===== src/rtl/modmul_pkg.sv =====
// Shared definitions for the modmul core and its requester-side front end.
// Field width and core latency live here so every consumer agrees on them.
package modmul_pkg;

  localparam int FIELD_W    = 255;
  localparam int MODMUL_LAT = 9;

  typedef logic [FIELD_W-1:0] fe_t;

endpackage


===== src/rtl/modmul_res_fifo.sv =====
// Synchronous result FIFO with a registered head. A push into an empty FIFO
// shows up on the output one cycle later; push and pop together are legal at any fill level.
module modmul_res_fifo #(
  parameter  int W     = 8,
  parameter  int DEPTH = 4,
  localparam int CW    = $clog2(DEPTH + 1),
  localparam int PW    = (DEPTH > 1) ? $clog2(DEPTH) : 1
) (
  input  logic          clk,
  input  logic          rst,
  input  logic          push,
  input  logic [W-1:0]  push_data,
  input  logic          pop,
  output logic [W-1:0]  head,
  output logic [CW-1:0] count,
  output logic          empty,
  output logic          full
);

  logic [W-1:0]  mem [DEPTH];
  logic [PW-1:0] wr_ptr;
  logic [PW-1:0] rd_ptr;
  logic [PW-1:0] rd_ptr_nxt;
  logic [CW-1:0] remain;
  logic          head_vld;
  logic          do_pop;

  function automatic logic [PW-1:0] ptr_inc(input logic [PW-1:0] p);
    return (p == PW'(DEPTH - 1)) ? '0 : p + 1'b1;
  endfunction

  assign do_pop     = pop & head_vld;
  assign rd_ptr_nxt = do_pop ? ptr_inc(rd_ptr) : rd_ptr;
  // Entries that were already stored before this edge and survive the pop.
  assign remain     = count - CW'(do_pop);

  // NOTE: storage carries no reset; validity is tracked by count/head_vld,
  // so clearing the array would only add reset fan-out.
  always_ff @(posedge clk) begin
    if (push) mem[wr_ptr] <= push_data;
  end

  always_ff @(posedge clk or negedge rst) begin
    if (!rst) begin
      wr_ptr   <= '0;
      rd_ptr   <= '0;
      count    <= '0;
      head_vld <= 1'b0;
      head     <= '0;
    end else begin
      if (push) wr_ptr <= ptr_inc(wr_ptr);
      rd_ptr   <= rd_ptr_nxt;
      count    <= count + CW'(push) - CW'(do_pop);
      head_vld <= (remain != '0);
      if (remain != '0) head <= mem[rd_ptr_nxt];
    end
  end

  assign empty = !head_vld;
  assign full  = (count == CW'(DEPTH));

endmodule


===== src/rtl/modmul_issuer.sv =====
// Front end for the stall-free pipelined modmul core: issues operand pairs,
// tracks them with a latency-matched valid/tag line and returns results in order.
module modmul_issuer
  import modmul_pkg::*;
#(
  parameter  int FW    = FIELD_W,
  parameter  int LAT   = MODMUL_LAT,
  parameter  int TAGW  = 4,
  parameter  int DEPTH = 4,
  localparam int CW    = $clog2(DEPTH + 1)
) (
  input  logic            clk,
  input  logic            rst,
  input  logic            in_valid,
  output logic            in_ready,
  input  logic [FW-1:0]   in_a,
  input  logic [FW-1:0]   in_b,
  input  logic [TAGW-1:0] in_tag,
  output logic [FW-1:0]   mul_a,
  output logic [FW-1:0]   mul_b,
  input  logic [FW-1:0]   mul_d,
  output logic            out_valid,
  input  logic            out_ready,
  output logic [FW-1:0]   out_d,
  output logic [TAGW-1:0] out_tag,
  output logic [CW-1:0]   inflight
);

  logic [LAT:0]    valid_line;
  logic [TAGW-1:0] tag_line [LAT+1];
  logic            accept;
  logic            push;
  logic [CW-1:0]   fifo_count;
  logic            fifo_empty;
  logic            fifo_full;
  logic [CW:0]     used;

  // Credits cover both in-flight ops and queued results, so the core can
  // never deliver a product the FIFO has no room for.
  assign used     = (CW+1)'(inflight) + (CW+1)'(fifo_count);
  assign in_ready = rst && !fifo_full && (used < (CW+1)'(DEPTH));
  assign accept   = in_valid && in_ready;
  assign push     = valid_line[LAT];

  // NOTE: all state here uses non-blocking assignments so every stage of the
  // delay line samples its predecessor's pre-edge value.
  always_ff @(posedge clk or negedge rst) begin
    if (!rst) begin
      mul_a      <= '0;
      mul_b      <= '0;
      valid_line <= '0;
      inflight   <= '0;
      for (int i = 0; i <= LAT; i++) tag_line[i] <= '0;
    end else begin
      mul_a      <= accept ? in_a : '0;
      mul_b      <= accept ? in_b : '0;
      valid_line <= {valid_line[LAT-1:0], accept};
      tag_line[0] <= in_tag;
      for (int i = 1; i <= LAT; i++) tag_line[i] <= tag_line[i-1];
      inflight   <= inflight + CW'(accept) - CW'(push);
    end
  end

  modmul_res_fifo #(
    .W     (FW + TAGW),
    .DEPTH (DEPTH)
  ) u_fifo (
    .clk       (clk),
    .rst       (rst),
    .push      (push),
    .push_data ({mul_d, tag_line[LAT]}),
    .pop       (out_ready),
    .head      ({out_d, out_tag}),
    .count     (fifo_count),
    .empty     (fifo_empty),
    .full      (fifo_full)
  );

  assign out_valid = !fifo_empty;

endmodule


===== config.mk =====
export PLATFORM = sky130hd
export DESIGN_NAME = modmul_issuer
export DESIGN_NICKNAME = d
export VERILOG_FILES = /design/src/rtl/modmul_pkg.sv /design/src/rtl/modmul_res_fifo.sv /design/src/rtl/modmul_issuer.sv
export SDC_FILE = /design/constraint.sdc
export NUM_CORES = 2
export LEC_CHECK = 0
export ABC_AREA = 1
export BUFFER_PORTS_ARGS = -buffer_cell sky130_fd_sc_hd__buf_2
export CAP_MARGIN = 20
export CORE_AREA = 8 8 594 596
export DETAILED_ROUTE_END_ITERATION = 6
export DIE_AREA = 0 0 602 604
export MAX_ROUTING_LAYER = met4
export PLACE_DENSITY = 0.47
export SYNTH_ARGS = -nofsm -noshare
export SYNTH_HDL_FRONTEND = slang
export SYNTH_SLANG_ARGS = --single-unit

===== constraint.sdc =====
create_clock -name clk -period 6.55 [get_ports clk]
set_clock_uncertainty 0.15 [all_clocks]
set_input_delay 0.655 -clock clk [delete_from_list [all_inputs] [get_ports clk]]
set_output_delay 0.655 -clock clk [all_outputs]
set_load 0.1 [all_outputs]

Yosys cells after proc, flatten, opt, wreduce, memory -nomap -nowiden
Memory sizes are Yosys's and may differ from the RTL's. A register that Yosys moved wholly into a read port is not among the register bits.
Index checks and enable logic that the tools add are counted.
- $add $sub $neg: 8
- order comparisons: 1
- equality and inequality tests: 3
- multiplexer cells: 7
- bitwise gates (word level): 1
- reduce and logical (&&, ||, !) cells: 6
- operator list (kind ; count):
    two-way mux 255 bit ; 2
    subtractor 3 x 1 -> 3 bit ; 3
    adder 3 x 1 -> 3 bit ; 2
    two-way mux 2 bit ; 3
    adder 2 x 1 -> 2 bit, second input constant ; 2
    adder 3 x 3 -> 4 bit ; 1
    equality test 2 bit, second input constant ; 2
    less-than comparator 4 x 3 -> 1 bit, second input constant ; 1
    equality test 3 bit, second input constant ; 1
    logical AND 1 bit ; 3
    nonzero test 3 bit ; 1
    zero test 1 bit ; 2
    two-way mux 1 bit ; 2
    bitwise AND 1 bit ; 1
- register bits: 571
- RAM bits: 1036
- bits of input ports: 773
- word-level logic and storage cells: 45
- memories kept: 1
- memory list (name ; depth ; bits a word ; rd ports ; clocked after Yosys merged registers in ; write ports ; RTL line ; source):
    u_fifo.mem ; 4 ; 259 ; 1 ; 1 ; 1 ; modmul_res_fifo.sv:20 ; logic [W-1:0] mem [DEPTH];

Depth between registers and ports, before layout
- depth in word-level cells: 7
- gate-level depth with buffers: 12
- depth with buffers taken out: 10

Cells and area by module
From an unflattened synthesis, not the netlist that was laid out.
- cells, all modules: 6954
- area, all modules: 73489.2 um^2
- modules (own cells, without submodules) (module ; times used ; cells each ; area each (um^2)):
    modmul_res_fifo ; 1 ; 5294 ; 54817.6
    modmul_issuer ; 1 ; 1660 ; 18671.7

Worst setup path after synthesis
Ideal clock, no wire load.
- kind: flip-flop to flip-flop
- start: reg u_fifo.wr_ptr[0]
- end: mem u_fifo.mem[2][0] (netlist name) (enable)
- library setup time: 0.611 ns
- data arrival time: 5.676 ns
- slack: 0.113 ns
- stages on the path, launching flop included: 5
- clock period less this slack: 6.437 ns
- cell sequence: dfrtp_1 inv_1 ha_1 nand2_1 inv_1
- RTL lines (item ; RTL line ; source):
    start: declaration ; modmul_res_fifo.sv:21 ; logic [PW-1:0] wr_ptr;
    start signal: assignment ; modmul_res_fifo.sv:51 ; if (push) wr_ptr <= ptr_inc(wr_ptr);
    end: declaration ; modmul_res_fifo.sv:20 ;
Straight into the memory's write port.

Worst setup path after layout
- start: reg u_fifo.head_vld
- end: reg u_fifo.head[43] (read register of u_fifo.mem)
- longest elaborated chain between the ends: 3
- elaborated cells on any way between the ends: 4
- classes of those cells: add/sub (1); mux (1); bitwise (1); reduce/logical (1)
- ends and longest elaborated chain (item ; RTL line ; source):
    start: declaration ; modmul_res_fifo.sv:25 ; logic head_vld;
    start signal: assignment ; modmul_res_fifo.sv:54 ; head_vld <= (remain != '0);
    bitwise AND 1 bit (*) ; modmul_res_fifo.sv:32 ; assign do_pop = pop & head_vld;
    subtractor 3 x 1 -> 3 bit ; modmul_res_fifo.sv:35 ; assign remain = count - CW'(do_pop);
    nonzero test 3 bit ; modmul_res_fifo.sv:55 ; if (remain != '0) head <= mem[rd_ptr_nxt];
    end: declaration ; modmul_res_fifo.sv:14 ; output logic [W-1:0] head,
Mark *: on every way between the ends. The rest lies on a longest branch, timed or not.
A chain may end at the register's enable or synchronous reset.

==> flow_summary.json <==
{
  "post_cts_sizing": 0,
  "grt_overflow_total": 0,
  "timing.hold.worst_path_depth": 3,
  "setup_slack_of_the_critical_path_after_layout_ns": 2.295,
  "initial_antenna_violation_count": 96,
  "first_pass_iters": 6,
  "power_density_nw_per_um2": 500.2,
  "drc_errors": 0,
  "first_global_vias": 56243,
  "floorplan.rows": 216,
  "synth.lib_cells_used.distinct": 21,
  "final-max-slew-violation-count": 0,
  "clock_sinks": 1866,
  "dp_hpwl_um": 253000,
  "share_of_the_clock_period_used_by_the_worst_path_pct": 64.96,
  "worst_slew_margin_rel_pct": 22.76,
  "layout_min_cycle_time_ns": 4.255,
  "critical_path_fanout_max": 91,
  "io_buffer_count": 1546,
  "yosys.area.top_type_share_pct": 42.54,
  "nets": 9970,
  "syn_area_per_cell_sq_um": 10.52,
  "die_footprint_sq_um": 363600,
  "via_count": 56591,
  "dpl.cell_count": 12776,
  "cell_leakage_power_nw": 50.79,
  "syn2layout_area_growth_pct": 38.54,
  "cts.clk_slew.worst_paths_ns": 0.06,
  "instances_no_fill": 14026,
  "worst_skew_pair_later_pin_latency_ns": 0.90,
  "final-setup-viol-count": 0,
  "finalHoldViolCount": 0,
  "final_weighted_congestion_of_routability_driven_global_placement": 0.9996,
  "reg2regPathDepth": 11,
  "cts.path.max_buffers": 4,
  "cts_tree": "yes",
  "drt_iter0_drc": 4255,
  "setup.worst_path.class": "register to register",
  "synthTopCellsByArea": "sky130_fd_sc_hd__edfxtp_1, sky130_fd_sc_hd__dfrtp_1, sky130_fd_sc_hd__nand3_1",
  "worstPathRequired_ns": 7.16,
  "holdCritPathClass": "input port to register",
  "design.core.area_sq_um": 344000,
  "preCtsSetupSlack_ns": 1.858,
  "pin_count_of_the_biggest_net_entering_global_routing": 159,
  "status": "complete, no violations",
  "post_synth_instance_area_sq_um": 73140,
  "initial_core_util_pct": 21.26,
  "globalRouteTotalUtil_pct": 19.36,
  "die_x_um": 602,
  "cts.htree.levels": 4,
  "register_area_sq_um": 51880,
  "die_h_um": 604,
  "finalWirelength_um": 356400,
  "area_occupied_by_multi_input_gates_sq_um": 13720,
  "cp-end-kind": "register",
  "report.power.total_mw": 50.68,
  "yosysWarningCount": 0,
  "yosysTopAreaCell": "sky130_fd_sc_hd__edfxtp_1",
  "fillCellCount": 36153,
  "layout-drive-gt1-share_pct": 21.23,
  "clock-root-buffer": "sky130_fd_sc_hd__clkbuf_16",
  "drt-vias-per-instance": 4.035,
  "drt.antenna.violating_nets": 0,
  "synth_nets": 7738,
  "cp_data_arrival_time_ns": 4.87,
  "rsz0062_at_grt": "no",
  "grt_pass1_wl_um": 484400,
  "synth.ff_latch_count": 1866,
  "pin_count": 1547,
  "achievable-frequency_mhz": 235.0,
  "start_kind": "register",
  "tritoncts.num_buffers": 220,
  "syn_inst": 6950,
  "worst_pin_slew_ns": 1.159,
  "wire_per_inst_um": 25.41,
  "finalHoldWorstSlack_ns": 0.05304,
  "ir_drop_v": 0.0005215,
  "synth.yosys.seq_area_share_pct": 70.93,
  "tns_ns": 0,
  "max_cap_violations": 0
}
through the flow:
step,utilization [%],cell area (sq um)
global placement,24.96,85880
global route,29.44,101300
detailed placement,24.96,85880
finish,29.45,101300
floorplan,-,73140
CTS,29.39,101100
sequential cells by signal, indices dropped and copies added, names as in the netlist:
signal / count
valid_line: 10
u_fifo.wr_ptr: 2
mul_b: 255
u_fifo.count: 3
u_fifo.mem: 1036
mul_a: 255
inflight: 3
u_fifo.head: 259
u_fifo.head_vld: 1
tag_line: 40
u_fifo.rd_ptr: 2
worst paths after layout:
check	endpoint	slack, ns	start
hold reg to reg	tag_line[29]$_DFF_PN0_	0.18	tag_line[33]$_DFF_PN0_
setup / recovery	u_fifo.head[43]$_DFFE_PN0P_	2.29	u_fifo.head_vld$_DFF_PN0_
hold / removal	mul_a[122]$_DFF_PN0_	0.05	in_a[122]
max in group asynchronous	mul_b[128]$_DFF_PN0_	3.85	rst
setup reg to reg	u_fifo.head[43]$_DFFE_PN0P_	2.29	u_fifo.head_vld$_DFF_PN0_
min in group asynchronous	u_fifo.head[234]$_DFFE_PN0P_	0.21	rst
what timing repair did:
action,in CTS,in global routing
hold buffers,762,0
hold endpoints to repair,1645,0
setup buffers,0,0
power by group:
group	total [mW]	internal, mW	leakage, nW	switching [mW]
sequential	15.6	14.3	20.2	1.27
clock	12.9	7.64	3.71	5.28
combinational	22.2	3.83	26.9	18.4
synth_stat cells:
master and instances:
sky130_fd_sc_hd__fa_1 2, sky130_fd_sc_hd__o21ai_0 2, sky130_fd_sc_hd__edfxtp_1 1036, sky130_fd_sc_hd__nand2_1 1305, sky130_fd_sc_hd__buf_1 29, sky130_fd_sc_hd__xnor2_1 4
sky130_fd_sc_hd__or2_2 1, sky130_fd_sc_hd__o21ai_2 1, sky130_fd_sc_hd__nand3_2 1, sky130_fd_sc_hd__buf_4 3, sky130_fd_sc_hd__buf_2 267, sky130_fd_sc_hd__clkbuf_1 67
sky130_fd_sc_hd__nor4_2 1, sky130_fd_sc_hd__nand2_2 5, sky130_fd_sc_hd__nand4_1 1, sky130_fd_sc_hd__dfrtp_1 830, sky130_fd_sc_hd__inv_1 1567, sky130_fd_sc_hd__nand3_1 1298
sky130_fd_sc_hd__inv_2 4, sky130_fd_sc_hd__ha_1 13, sky130_fd_sc_hd__nor2_1 513
routing by layer:
metal	vias to the layer above	routed length, um	global-route usage, %
li1	26130	-	-
met1	28099	148900	23.77
met2	1886	172800	32.10
met3	476	19300	3.327
met4	0	15370	7.034
met5	-	0	-
placed cells by master (no fill, tap or decap), types with 2 or more instances in the layout:
master,count
sky130_fd_sc_hd__buf_4,40
sky130_fd_sc_hd__clkinv_1,10
sky130_fd_sc_hd__xnor2_1,4
sky130_fd_sc_hd__clkinv_4,5
sky130_fd_sc_hd__buf_2,1545
sky130_fd_sc_hd__clkbuf_8,32
sky130_fd_sc_hd__nand2_1,1304
sky130_fd_sc_hd__inv_2,2
sky130_fd_sc_hd__clkbuf_1,42
sky130_fd_sc_hd__clkinv_8,3
sky130_fd_sc_hd__clkinv_2,42
sky130_fd_sc_hd__nor2_1,513
sky130_fd_sc_hd__inv_6,3
sky130_fd_sc_hd__dlygate4sd3_1,761
sky130_fd_sc_hd__ha_1,13
sky130_fd_sc_hd__clkinv_16,5
sky130_fd_sc_hd__fa_1,2
sky130_fd_sc_hd__bufinv_16,23
sky130_fd_sc_hd__o21ai_0,2
sky130_fd_sc_hd__dfrtp_1,830
sky130_fd_sc_hd__nand2_8,4
sky130_fd_sc_hd__diode_2,80
sky130_fd_sc_hd__inv_8,7
sky130_fd_sc_hd__clkbuf_16,227
sky130_fd_sc_hd__buf_12,29
sky130_fd_sc_hd__nand3_1,1298
sky130_fd_sc_hd__inv_1,1563
sky130_fd_sc_hd__clkinvlp_4,14
sky130_fd_sc_hd__edfxtp_1,1036
cell type report:
| type | count | area share [%] |
|---|---|---|
| sequential | 1866 | 51.20 |
| timing repair buffer | 2376 | 16.03 |
| multi-input combinational | 3147 | 13.54 |
| clock buffer | 301 | 6.196 |
| inverter | 1571 | 5.864 |
| tap | 4578 | 5.653 |
| clock inverter | 107 | 1.313 |
| antenna | 80 | 0.1976 |
worst max-delay path, stage by stage, from the launching register on:
cell,delay (ns)
sky130_fd_sc_hd__dfrtp_1,0.36
sky130_fd_sc_hd__nand2_2,0.24
sky130_fd_sc_hd__inv_2,0.29
sky130_fd_sc_hd__ha_1,0.25
sky130_fd_sc_hd__inv_1,0.06
sky130_fd_sc_hd__ha_1,0.26
sky130_fd_sc_hd__nor2_1,0.18
sky130_fd_sc_hd__nand3_4,0.56
sky130_fd_sc_hd__inv_8,0.85
sky130_fd_sc_hd__buf_12,0.49
sky130_fd_sc_hd__nand2_1,0.12
sky130_fd_sc_hd__nand2_1,0.09
kinds of logic after synthesis:
| logic type | count (synthesis) | synth area share (%) |
|---|---|---|
| AO/OA/AOI/OAI | 3 | 0.02566 |
| buffers and inverters | 1937 | 10.41 |
| flip-flops | 1866 | 70.93 |
| AND/OR/NAND/NOR | 3125 | 18.30 |
| adder cells (fa/ha/maj) | 15 | 0.2771 |
| XOR/XNOR | 4 | 0.04790 |
Power figures use the tool's default switching activity.
